**src/rtl/module_spi_tx_master.sv**
```systemverilog
// SPI mode-0 (CPOL=0, CPHA=0) master transmit engine with a per-bit RX sample strobe.
// Build option: define SPI_TX_LSB_FIRST_EN to send bit 0 first (register shifts right).
module module_spi_tx_master #(
  parameter int DATA_WIDTH = 8,
  parameter int CLK_DIV    = 4
) (
  input  logic                  clk_i,
  input  logic                  rst_i,
  input  logic                  start_i,
  input  logic [DATA_WIDTH-1:0] data_i,
  output logic                  ready_o,
  output logic                  done_o,
  output logic                  sclk_o,
  output logic                  cs_n_o,
  output logic                  mosi_o,
  output logic                  sample_o
);

  localparam int DIV_W = (CLK_DIV > 1) ? $clog2(CLK_DIV) : 1;
  localparam int BIT_W = $clog2(DATA_WIDTH);
  localparam logic [DIV_W-1:0] DIV_LAST = DIV_W'(CLK_DIV - 1);
  localparam logic [BIT_W-1:0] BIT_LAST = BIT_W'(DATA_WIDTH - 1);

  typedef enum logic [2:0] {
    S_IDLE,
    S_SETUP,
    S_HIGH,
    S_LOW,
    S_HOLD
  } state_t;

  state_t                r_state;
  logic [DIV_W-1:0]      r_div_cnt;
  logic [BIT_W-1:0]      r_bit_cnt;
  logic [DATA_WIDTH-1:0] r_shift;
  logic                  r_ready;
  logic                  r_done;
  logic                  r_sclk;
  logic                  r_cs_n;
  logic                  r_sample;

  logic                  w_div_last;
  logic                  w_tx_bit;
  logic [DATA_WIDTH-1:0] w_shift_next;

  assign w_div_last = (r_div_cnt == DIV_LAST);

  // The outgoing bit always sits at the transmit end of the shift register,
  // so MOSI comes straight from a flop and clears when the register clears.
`ifdef SPI_TX_LSB_FIRST_EN
  assign w_tx_bit     = r_shift[0];
  assign w_shift_next = {1'b0, r_shift[DATA_WIDTH-1:1]};
`else
  assign w_tx_bit     = r_shift[DATA_WIDTH-1];
  assign w_shift_next = {r_shift[DATA_WIDTH-2:0], 1'b0};
`endif

  always_ff @(posedge clk_i) begin
    if (rst_i) begin
      r_state   <= S_IDLE;
      r_div_cnt <= '0;
      r_bit_cnt <= '0;
      r_shift   <= '0;
      r_ready   <= 1'b1;
      r_done    <= 1'b0;
      r_sclk    <= 1'b0;
      r_cs_n    <= 1'b1;
      r_sample  <= 1'b0;
    end else begin
      // NOTE: these defaults are non-blocking, so a later assignment in the
      // case below overrides them; the last scheduled update wins.
      r_done   <= 1'b0;
      r_sample <= 1'b0;

      if (r_state != S_IDLE) begin
        r_div_cnt <= w_div_last ? '0 : r_div_cnt + 1'b1;
      end

      case (r_state)
        S_IDLE: begin
          if (start_i) begin
            r_shift   <= data_i;
            r_cs_n    <= 1'b0;
            r_ready   <= 1'b0;
            r_bit_cnt <= '0;
            r_div_cnt <= '0;
            r_state   <= S_SETUP;
          end
        end

        S_SETUP, S_LOW: begin
          if (w_div_last) begin
            r_sclk   <= 1'b1;
            r_sample <= 1'b1;
            r_state  <= S_HIGH;
          end
        end

        S_HIGH: begin
          if (w_div_last) begin
            r_sclk <= 1'b0;
            // Shifting on the falling edge keeps MOSI stable across each rising edge.
            if (r_bit_cnt == BIT_LAST) begin
              r_state <= S_HOLD;
            end else begin
              r_shift   <= w_shift_next;
              r_bit_cnt <= r_bit_cnt + 1'b1;
              r_state   <= S_LOW;
            end
          end
        end

        S_HOLD: begin
          if (w_div_last) begin
            r_cs_n  <= 1'b1;
            r_shift <= '0;
            r_done  <= 1'b1;
            r_ready <= 1'b1;
            r_state <= S_IDLE;
          end
        end

        default: r_state <= S_IDLE;
      endcase
    end
  end

  assign ready_o  = r_ready;
  assign done_o   = r_done;
  assign sclk_o   = r_sclk;
  assign cs_n_o   = r_cs_n;
  assign mosi_o   = w_tx_bit;
  assign sample_o = r_sample;

endmodule

```
**config.mk**
```make
export PLATFORM = sky130hd
export DESIGN_NAME = module_spi_tx_master
export DESIGN_NICKNAME = d
export VERILOG_FILES = /design/src/rtl/module_spi_tx_master.sv
export SDC_FILE = /design/constraint.sdc
export NUM_CORES = 1
export LEC_CHECK = 0
export BUFFER_PORTS_ARGS = -buffer_cell sky130_fd_sc_hd__buf_2
export CORE_MARGIN = 5
export CORE_UTILIZATION = 31
export DETAILED_ROUTE_END_ITERATION = 6
export GPL_ROUTABILITY_DRIVEN = 0
export MAX_ROUTING_LAYER = met4
export PLACE_DENSITY = 0.58
export SETUP_SLACK_MARGIN = 0.3
export SLEW_MARGIN = 20
export SYNTH_ARGS = -nofsm -noshare
export SYNTH_HDL_FRONTEND = slang
export SYNTH_SLANG_ARGS = --single-unit
export TNS_END_PERCENT = 10
```
**constraint.sdc**
```tcl
create_clock -name clk_i -period 1.4 [get_ports clk_i]
set_input_delay 0.14 -clock clk_i [delete_from_list [all_inputs] [get_ports clk_i]]
set_output_delay 0.14 -clock clk_i [all_outputs]
set_load 0.02 [all_outputs]
```
==> results of run 1 <==
==> timing repair <==
item	in CTS	in global routing
endpoints found under the setup margin	18	19
resized for setup	10	7
pin swaps	12	6
buffers inserted	4	0
==> metal layers <==
layer  global-route usage (%)  wire length (µm)  up-vias
met5                        -                 0        -
met4                    5.109                30        0
met3                    2.431               124        4
met2                    20.48              1298       18
met1                    17.53              1229      472
li1                         -                 -      491
==> metrics by stage <==
stage | TNS, ns | utilization (%)
after floorplan | 0 | -
after global placement | -0.005249 | 39.67
after detailed placement | -0.08107 | 39.67
after CTS | -0.3045 | 43.87
after global routing | -0.7879 | 44.77
final | -0.1908 | 44.77
==> power breakdown <==
group	internal (W)	total [W]	switching, W
logic	0.000157	0.000321	0.000165
registers	0.000604	0.000633	0.0000288
clock network	0.000159	0.000344	0.000185
total	0.000920	0.00130	0.000378
==> layout make-up <==
cell class | instances | area, µm² | area share, %
inverters | 3 | 11.26 | 0.7538
multi-input cells | 83 | 725.7 | 48.58
flip-flops and latches | 20 | 406.6 | 27.22
repair buffers | 34 | 256.5 | 17.17
well taps | 46 | 57.56 | 3.853
clock buffers | 4 | 36.28 | 2.429
==> kinds of logic (layout without fill, tap and decap cells) <==
family,count (synthesis),after routing
AO/OA/AOI/OAI,36,36
adder cells (fa/ha/maj),3,3
buffers and inverters,13,41
flip-flops,20,20
multiplexers,3,3
AND/OR/NAND/NOR,41,41
==> state kept, by name (all words and copies together), names as in the netlist <==
| register | flops |
|---|---|
| sclk_o | 1 |
| r_div_cnt | 2 |
| r_shift | 8 |
| sample_o | 1 |
| cs_n_o | 1 |
| r_bit_cnt | 3 |
| done_o | 1 |
| r_state | 3 |
==> cell usage in the layout (no fill, tap or decap), drive strengths merged, types with 2 or more instances in the layout <==
| master | n |
|---|---|
| o21ai | 5 |
| a32o | 2 |
| o32ai | 7 |
| dfxtp | 20 |
| or3b | 3 |
| nand3b | 4 |
| mux2i | 2 |
| clkbuf | 4 |
| nor2b | 9 |
| a21oi | 8 |
| inv | 3 |
| nand2 | 10 |
| or3 | 2 |
| a31oi | 8 |
| nor2 | 4 |
| ha | 3 |
| buf | 34 |
==> path summary, 6_finish.rpt <==
check | start | end | slack [ns] | depth (start not counted)
min reg2reg | r_shift[0] | r_shift[0] | 0.47 | 2
max reg2reg | r_bit_cnt[1] | r_shift[7] | -0.06 | 6
min | rst_i | r_shift[7] | 0.09 | 2
max | r_bit_cnt[1] | r_shift[7] | -0.06 | 6
==> results.sh, run 1 <==
export IMPL_post_route_min_period_ns=1.459
export IMPL_synth_cell_types=40
export IMPL_cp_start_kind="flop"
export IMPL_yosys_warnings=0
export IMPL_synth_compound_area_share_pct=26.31
export IMPL_cpLargestDelayFamily="flip-flops"
export IMPL_worstMarginPinSlew_ns=0.3051
export IMPL_design_core_area_um2=3337
export IMPL_cp_slowest_cell="sky130_fd_sc_hd__dfxtp_2"
export IMPL_instances_no_fill=190
export IMPL_buffer_ports_inserted=16
export IMPL_predominant_post_synthesis_flop_cell="sky130_fd_sc_hd__dfxtp_1"
export IMPL_worstSetupPathType="flop to flop"
export IMPL_clk_latency_ns=0.30
export IMPL_rsz_0062_raised_after_global_routing="yes"
export IMPL_worst_path_most_repeated_cell="sky130_fd_sc_hd__ha_4"
export IMPL_post_synth_xor_area_fraction_pct=0
export IMPL_synth_sequential_area_ratio_pct=37.25
export IMPL_hp_class="input port to flop"
export IMPL_worst_setup_path_end_kind="flop"
export IMPL_synthMuxAreaShare_pct=2.910
export IMPL_post_synth_main_area_contributors="sky130_fd_sc_hd__dfxtp_1 (37%), sky130_fd_sc_hd__nor2b_1 (5.2%), sky130_fd_sc_hd__o32ai_1 (4.9%)"
export IMPL_largest_net_degree_at_the_start_of_global_routing=25
export IMPL_die_h_um=68.88
export IMPL_initial_utilization_pct=32.21
export IMPL_grtUsageTotal_pct=13.40
export IMPL_dpl_cell_area_um2=1324
export IMPL_slowest_delay_ns=0.36
export IMPL_grt_antenna_before_repair=0
export IMPL_drc_errors=0
export IMPL_cts_made_buffers=3
export IMPL_htreeDepth=1
export IMPL_cts_tree="built"
export IMPL_clock_pin_slew_reported_for_the_worst_setup_and_hold_paths_after_clock_tree_synthesis_ns=0.12
export IMPL_asyncSetResetFlopFracSynth_pct=0
export IMPL_first_pass_grt_wire_length_mm=4.623
export IMPL_placement_rows=21
export IMPL_detail_route_iter0_violations=74
export IMPL_clock_root_buffer="sky130_fd_sc_hd__clkbuf_4"
export IMPL_post_synth_and_or_nand_nor_area_fraction_pct=22.82
export IMPL_antenna_cells_inserted=0
export IMPL_chipWidth_um=68.88
export IMPL_timing_final_setup_violations=7
export IMPL_dpl_cells=182
export IMPL_synth_top_cells_by_count="sky130_fd_sc_hd__dfxtp_1 (20), sky130_fd_sc_hd__nand2_1 (10), sky130_fd_sc_hd__nor2b_1 (9), sky130_fd_sc_hd__a21oi_1 (8), sky130_fd_sc_hd__a31oi_1 (7)"
export IMPL_fin_worst_hold_slack_ns=0.08666
export IMPL_cts_buffer_depth=2
export IMPL_average_vias_per_placed_instance=5.184
export IMPL_synth_adder_area_share_pct=3.492
export IMPL_count_of_flip_flops_with_a_built_in_enable_after_synthesis=0
export IMPL_timing_critical_path_arrival_ns=1.69
export IMPL_timing_critical_path_required_ns=1.63
export IMPL_grt_pass1_vias=953
export IMPL_post_synth_top_count_cell="sky130_fd_sc_hd__dfxtp_1"
export IMPL_drv_cap=0
export IMPL_detailroute_via_count=985
export IMPL_failing_checks="negative setup slack"
export IMPL_fp_dieArea_um2=4744
export IMPL_numClockSinks=20
export IMPL_result_of_the_run="complete, but fails checks"
export IMPL_finalHoldViolations=0
export IMPL_power_density_cell_area_nw_per_um2=869.0
export IMPL_total_gr_overflow=0
export IMPL_setup_ws_final_ns=-0.05950
export IMPL_drv_slew=0
export IMPL_syn_nets=130
export IMPL_report_power_total_w=0.001298
export IMPL_worst_slew_margin_rel_pct=79.58
export IMPL_largest_family_of_logic_cells_by_synthesized_area="compound AO/OA/AOI/OAI gates"
export IMPL_maximum_clock_frequency_ghz=0.6852
export IMPL_areaGrowthSynthToFinish_pct=39.00
export IMPL_post_route_cell_area_um2=1494
export IMPL_irDropWorstVdd_v=0.0004127
export IMPL_antenna_violating_nets_post_route=0
export IMPL_post_synth_top_area_fraction_pct=37.25
export IMPL_skew_ns=0.001045
export IMPL_synthDominantAreaCellType="sky130_fd_sc_hd__dfxtp_1"
export IMPL_layout_drive_gt1_share_pct=44.44
export IMPL_critPathBufInv=1
export IMPL_post_placement_setup_slack_ns=-0.03187
export IMPL_ys_ff_latch=20
export IMPL_total_half_perimeter_wirelength_after_legalization_and_detailed_placement_mm=1.800
export IMPL_critical_path_cell_chain="ha_4, ha_4, and3b_2, o21ai_4, buf_6, o32ai_2"
export IMPL_holdBufCountCts=0
export IMPL_num_fill_cells=342
export IMPL_netlist_area_um2=1075
export IMPL_post_detailed_routing_wire_length_mm=2.683
export IMPL_finish_net_count=159
export IMPL_wl_per_cell_um=14.12
export IMPL_postSynthCellCount=116
export IMPL_p_leak_nw=0.5573
export IMPL_cp_max_fo=7
export IMPL_final_period_utilization_pct=104.2
export IMPL_boundaryPins=17
export IMPL_drt_first_pass_iters=4
export IMPL_syn_avg_cell_area_um2=9.265
Note: power is estimated with default switching activity, not from simulation.
==> run 2: changes to the inputs <==
- REMOVE_ABC_BUFFERS: default -> 1
==> run 2 against run 1 <==
Compared with the run above:
- the run still ends with negative setup slack left
- global-route usage decreased by 0.15 points
- die area stayed put
- cell count fell by 0.53%
- critical path type unchanged
- critical endpoint is now r_bit_cnt[1]
- highest routed layer unchanged
==> results.sh, run 2 (synthesis results as in run 1) <==
export IMPL_wl_per_cell_um=15.29
export IMPL_placement_rows=21
export IMPL_detailroute_via_count=989
export IMPL_timing_critical_path_required_ns=1.60
export IMPL_worstMarginPinSlew_ns=0.3259
export IMPL_initial_utilization_pct=32.21
export IMPL_areaGrowthSynthToFinish_pct=41.56
export IMPL_largest_net_degree_at_the_start_of_global_routing=16
export IMPL_post_detailed_routing_wire_length_mm=2.889
export IMPL_final_period_utilization_pct=105.5
export IMPL_num_fill_cells=344
export IMPL_setup_ws_final_ns=-0.07726
export IMPL_fin_worst_hold_slack_ns=0.09292
export IMPL_holdBufCountCts=0
export IMPL_sequential_cell_area_um2=416.7
export IMPL_buffer_ports_inserted=16
export IMPL_hold_path_end="r_shift[0]"
export IMPL_clock_root_buffer="sky130_fd_sc_hd__clkbuf_4"
export IMPL_worst_slew_margin_rel_pct=78.25
export IMPL_final_core_util_pct=45.59
export IMPL_cp_start_kind="flop"
export IMPL_clock_pin_slew_reported_for_the_worst_setup_and_hold_paths_after_clock_tree_synthesis_ns=0.12
export IMPL_r2r_setup_slack_ns=-0.08
export IMPL_report_power_total_w=0.001253
export IMPL_total_gr_overflow=0
export IMPL_worst_setup_path_end_kind="flop"
export IMPL_timing_critical_path_arrival_ns=1.68
export IMPL_failing_checks="negative setup slack"
export IMPL_highest_count_cells_in_the_layout_ignoring_fill_and_taps="sky130_fd_sc_hd__buf_2 (16), sky130_fd_sc_hd__dfxtp_1 (13), sky130_fd_sc_hd__buf_4 (10), sky130_fd_sc_hd__nor2b_1 (9), sky130_fd_sc_hd__nand2_1 (9)"
export IMPL_p_leak_nw=0.5606
export IMPL_antenna_violating_nets_post_route=0
export IMPL_worst_r2r_endpoint="r_bit_cnt[1]"
export IMPL_post_route_cell_area_um2=1521
export IMPL_regToRegStartpoint="r_bit_cnt[1]"
export IMPL_clk_latency_ns=0.31
export IMPL_drv_cap=0
export IMPL_boundaryPins=17
export IMPL_top_regs="r_shift x8, r_bit_cnt x3, r_state x3"
export IMPL_cp_max_fo=6
export IMPL_chipWidth_um=68.88
export IMPL_average_vias_per_placed_instance=5.233
export IMPL_irDropWorstVdd_v=0.0003431
export IMPL_drt_first_pass_iters=4
export IMPL_skew_ns=0.008883
export IMPL_grtUsageTotal_pct=13.25
export IMPL_hp_class="input port to flop"
export IMPL_detail_route_iter0_violations=41
export IMPL_htreeDepth=1
export IMPL_total_half_perimeter_wirelength_after_legalization_and_detailed_placement_mm=1.766
export IMPL_finalHoldViolations=0
export IMPL_largest_register="r_shift"
export IMPL_layout_cells_most_common="sky130_fd_sc_hd__buf_2"
export IMPL_cts_buffer_depth=2
export IMPL_result_of_the_run="complete, but fails checks"
export IMPL_hold_start="data_i[0]"
export IMPL_multi_input_area_um2=742.0
export IMPL_dpl_cell_area_um2=1271
export IMPL_crit_path_start="r_bit_cnt[1]"
export IMPL_fp_dieArea_um2=4744
export IMPL_rsz_0062_raised_after_global_routing="yes"
export IMPL_hold_path_cell_count=3
export IMPL_antenna_cells_inserted=0
export IMPL_largest_reg_flops=8
export IMPL_cts_made_buffers=3
export IMPL_timing_final_setup_violations=10
export IMPL_drc_errors=0
export IMPL_maximum_clock_frequency_ghz=0.6769
export IMPL_die_h_um=68.88
export IMPL_design_core_area_um2=3337
export IMPL_layout_drive_gt1_share_pct=47.55
export IMPL_numClockSinks=20
export IMPL_worstSetupPathType="flop to flop"
export IMPL_reg2reg_depth=6
export IMPL_post_route_min_period_ns=1.477
export IMPL_drv_slew=0
export IMPL_power_density_cell_area_nw_per_um2=823.6
export IMPL_grt_antenna_before_repair=0
export IMPL_timing_setup_tns_ns=-0.4878
export IMPL_finish_net_count=159
export IMPL_grt_pass1_vias=1013
export IMPL_cts_tree="built"
export IMPL_first_pass_grt_wire_length_mm=4.567
[run 2: cell types whose count changed in the layout (fill, tap and decap cells not counted), moves of 2 or more]
cell	previous run	this run
sky130_fd_sc_hd__a21oi_1	8	6
sky130_fd_sc_hd__a21oi_2	0	2
sky130_fd_sc_hd__dfxtp_4	0	3
sky130_fd_sc_hd__dfxtp_1	15	13
sky130_fd_sc_hd__buf_4	14	10
sky130_fd_sc_hd__buf_6	1	5
[run 2: per-layer routing]
| layer | global-route usage [%] | vias up | wire length (µm) |
|---|---|---|---|
| met5 | - | - | 0 |
| met4 | 6.083 | 0 | 66 |
| met3 | 1.945 | 6 | 69 |
| met2 | 23.33 | 18 | 1503 |
| met1 | 14.68 | 477 | 1248 |
| li1 | - | 488 | - |
[run 2: area by class of cell]
cell class                      count  share of cell area [%]
Multi-Input combinational cell     83                   48.77
Sequential cell                    20                   27.38
Timing Repair Buffer               34                   17.85
Tap cell                           46                   3.783
Clock buffer                        3                   1.480
Inverter                            3                  0.7401
[run 2: metrics by stage]
step | setup WS [ns] | cells
2_1_floorplan | -0.1119 | 106
3_3_place_gp | -0.1142 | 183
3_5_place_dp | -0.1412 | 183
4_1_cts | -0.06075 | 188
5_1_grt | -0.1343 | 189
6_report | -0.07726 | 189
[run 2: worst max path at each step]
| stage | end | slack (ns) |
|---|---|---|
| global placement | r_shift[7] | -0.11 |
| finish | r_bit_cnt[1] | -0.08 |
| CTS | r_shift[2] | -0.06 |
| floorplan | r_bit_cnt[1] | -0.11 |
| global route | r_bit_cnt[1] | -0.13 |
| detailed placement | r_shift[6] | -0.14 |
[run 2: worst max-delay path: stages (launching register included)]
cell                      delay, ns
sky130_fd_sc_hd__dfxtp_2       0.35
sky130_fd_sc_hd__ha_4          0.16
sky130_fd_sc_hd__ha_4          0.16
sky130_fd_sc_hd__and3b_2       0.26
sky130_fd_sc_hd__o21ai_4       0.08
sky130_fd_sc_hd__buf_12        0.16
sky130_fd_sc_hd__a32o_1        0.21
[run 2: power breakdown]
group          switching, W  internal, W
clock              0.000184     0.000101
sequential        0.0000394     0.000602
combinational      0.000164     0.000163
total              0.000387     0.000866
[run 2: repair_timing]
| action | 4_1_cts | 5_1_grt |
|---|---|---|
| pin swaps | 19 | 10 |
| setup buffers | 2 | 1 |
| setup endpoints to repair | 20 | 19 |
| resized for setup | 28 | 11 |
==> run 3: changes to the inputs <==
- CORE_MARGIN: 5 -> 4
==> run 3 against run 2 <==
Compared with the run above:
- the flow still finishes with violations (negative setup slack)
- power increased by 11%
- register-to-register slack hardly changed
- fmax barely moved
- global-route usage up 0.56 points
- clock-buffer cell count unchanged
- sequential share of layout area increased by 1.2 points
- flip-flop and latch count unchanged
- wire length fell by 3.6%
- hold slack better by 0.012 ns
- combinational power shrank 16%
- largest cell class unchanged
==> results.sh, run 3 (synthesis results as in run 1) <==
export IMPL_result_of_the_run="complete, but fails checks"
export IMPL_failing_checks="negative setup slack"
export IMPL_r2r_setup_slack_ns=-0.08
export IMPL_buffer_ports_inserted=16
export IMPL_power_density_cell_area_nw_per_um2=964.7
export IMPL_grt_antenna_before_repair=0
export IMPL_detail_route_iter0_violations=39
export IMPL_clk_latency_ns=0.30
export IMPL_internal_power_w=0.001024
export IMPL_final_period_utilization_pct=105.5
export IMPL_cts_made_buffers=3
export IMPL_drt_first_pass_iters=4
export IMPL_htreeDepth=1
export IMPL_cts_buffer_depth=2
export IMPL_chipWidth_um=66.88
export IMPL_worstSetupPathType="flop to flop"
export IMPL_highest_count_cells_in_the_layout_ignoring_fill_and_taps="sky130_fd_sc_hd__buf_2 (16), sky130_fd_sc_hd__buf_4 (14), sky130_fd_sc_hd__dfxtp_1 (13), sky130_fd_sc_hd__nor2b_1 (9), sky130_fd_sc_hd__nand2_1 (9)"
export IMPL_post_route_min_period_ns=1.477
export IMPL_boundaryPins=17
export IMPL_final_core_util_pct=43.19
export IMPL_layout_drive_gt1_share_pct=45.45
export IMPL_placement_rows=21
export IMPL_antenna_cells_inserted=0
export IMPL_total_gr_overflow=0
export IMPL_worstMarginPinSlew_ns=0.4107
export IMPL_antenna_violating_nets_post_route=0
export IMPL_setup_ws_final_ns=-0.07709
export IMPL_initial_utilization_pct=32.21
export IMPL_worst_path_most_repeated_cell="sky130_fd_sc_hd__ha_4"
export IMPL_p_leak_nw=0.5430
export IMPL_average_vias_per_placed_instance=5.312
export IMPL_cp_slowest_cell="sky130_fd_sc_hd__dfxtp_2"
export IMPL_p_sw_w=0.0003662
export IMPL_fp_dieArea_um2=4473
export IMPL_largest_net_degree_at_the_start_of_global_routing=15
export IMPL_worst_slew_margin_rel_pct=72.57
export IMPL_clock_root_buffer="sky130_fd_sc_hd__clkbuf_4"
export IMPL_finish_net_count=158
export IMPL_logic_pwr_share_pct=19.7
export IMPL_maximum_clock_frequency_ghz=0.6770
export IMPL_cp_start_kind="flop"
export IMPL_drv_slew=0
export IMPL_part_of_the_total_power_dissipated_in_sequential_elements_pct=46.2
export IMPL_detailroute_via_count=1004
export IMPL_post_placement_setup_slack_ns=-0.1638
export IMPL_clock_pin_slew_reported_for_the_worst_setup_and_hold_paths_after_clock_tree_synthesis_ns=0.11
export IMPL_first_pass_grt_wire_length_mm=4.595
export IMPL_slowest_delay_ns=0.35
export IMPL_finalHoldViolations=0
export IMPL_areaGrowthSynthToFinish_pct=34.11
export IMPL_cts_tree="built"
export IMPL_grt_pass1_vias=1013
export IMPL_cp_max_fo=5
export IMPL_irDropWorstVdd_v=0.0003622
export IMPL_skew_ns=0.005644
export IMPL_pwr_share_clk_pct=34.0
export IMPL_worst_r2r_endpoint="r_shift[2]"
export IMPL_crit_path_start="r_bit_cnt[0]"
export IMPL_reg2reg_depth=5
export IMPL_worst_setup_path_end_kind="flop"
export IMPL_hp_class="input port to flop"
export IMPL_crit_path_end="r_shift[2]"
export IMPL_largest_register="r_shift"
export IMPL_wl_per_cell_um=14.73
export IMPL_timing_critical_path_required_ns=1.61
export IMPL_timing_critical_path_arrival_ns=1.68
export IMPL_rsz_0062_raised_after_global_routing="yes"
export IMPL_numClockSinks=20
export IMPL_design_core_area_um2=3337
export IMPL_grtUsageTotal_pct=13.81
export IMPL_layout_cells_most_common="sky130_fd_sc_hd__buf_2"
export IMPL_holdBufCountCts=0
export IMPL_sw_frac_of_total_pct=26.33
export IMPL_post_detailed_routing_wire_length_mm=2.784
export IMPL_drv_cap=0
export IMPL_num_fill_cells=346
export IMPL_timing_setup_tns_ns=-0.3509
export IMPL_die_h_um=66.88
export IMPL_total_half_perimeter_wirelength_after_legalization_and_detailed_placement_mm=1.843
export IMPL_critical_path_cell_chain="ha_4, ha_4, and3b_2, o21ai_4, o32ai_2"
export IMPL_top_regs="r_shift x8, r_bit_cnt x3, r_state x3"
export IMPL_largest_reg_flops=8
export IMPL_regToRegStartpoint="r_bit_cnt[0]"
export IMPL_drc_errors=0
export IMPL_timing_final_setup_violations=10
run 3: cell types whose count changed in the layout (fill, tap and decap cells not counted), sizes merged:
cell / before / now
buf: 34 / 32
bufinv: 0 / 1
o21ai: 5 / 6
run 3: how the worst min path moves through the flow:
stage	cells after the start	startpoint	endpoint	slack, ns
after floorplan	1	rst_i	r_state[1]	0.21
after global placement	3	data_i[0]	r_shift[0]	0.42
after detailed placement	3	data_i[0]	r_shift[0]	0.43
after CTS	3	data_i[0]	r_shift[0]	0.1
after global routing	3	data_i[0]	r_shift[0]	0.09
final	3	data_i[0]	r_shift[0]	0.10
run 3: per-layer routing:
metal	part of all wire [%]	GRT usage [%]	vias up
li1	-	-	488
met1	43	15.45	495
met2	52	24.26	19
met3	3.1	3.035	2
met4	0.90	4.557	0
met5	0	-	-
run 3: metrics by stage:
step           hold slack (ns)  instance area [µm²]  total power [W]  instances
3_5_place_dp            0.4338                 1266        0.0008932        184
6_report                0.1045                 1441         0.001391        189
4_1_cts                0.09639                 1413         0.001389        189
3_3_place_gp            0.4196                 1266        0.0008853        184
5_1_grt                0.08742                 1441         0.001458        189
2_1_floorplan           0.2089                 1008        0.0007862        106
run 3: area by class of cell:
class / count / area (µm²) / area share, %
repair buffers: 32 / 207.7 / 14.41
clock buffers: 3 / 22.52 / 1.563
flip-flops and latches: 20 / 411.6 / 28.56
multi-input cells: 84 / 700.7 / 48.61
well taps: 46 / 57.56 / 3.993
inverters: 3 / 11.26 / 0.7813
clock inverters: 1 / 30.03 / 2.083
run 3: what timing repair did:
action,4_1_cts,5_1_grt
buffers inserted,0,0
resized for setup,20,9
pin swaps,14,8
gates cloned,1,0
endpoints found under the setup margin,20,18
run 3: power by group through the flow:
stage          combinational (W)  sequential [W]  clock [W]
2_1_floorplan           0.000126        0.000661          0
3_3_place_gp            0.000241        0.000644          0
3_5_place_dp            0.000247        0.000646          0
4_1_cts                 0.000264        0.000641   0.000484
5_1_grt                 0.000304        0.000650   0.000505
6_report                0.000274        0.000643   0.000473
run 3: critical path, delay by kind of cell, from the launching register on:
kind	cells	cell delay (ns)
DFF	1	0.35
adders and majority gates	2	0.31
and+or+nand+nor	1	0.29
AOI/OAI and AO/OA	2	0.42
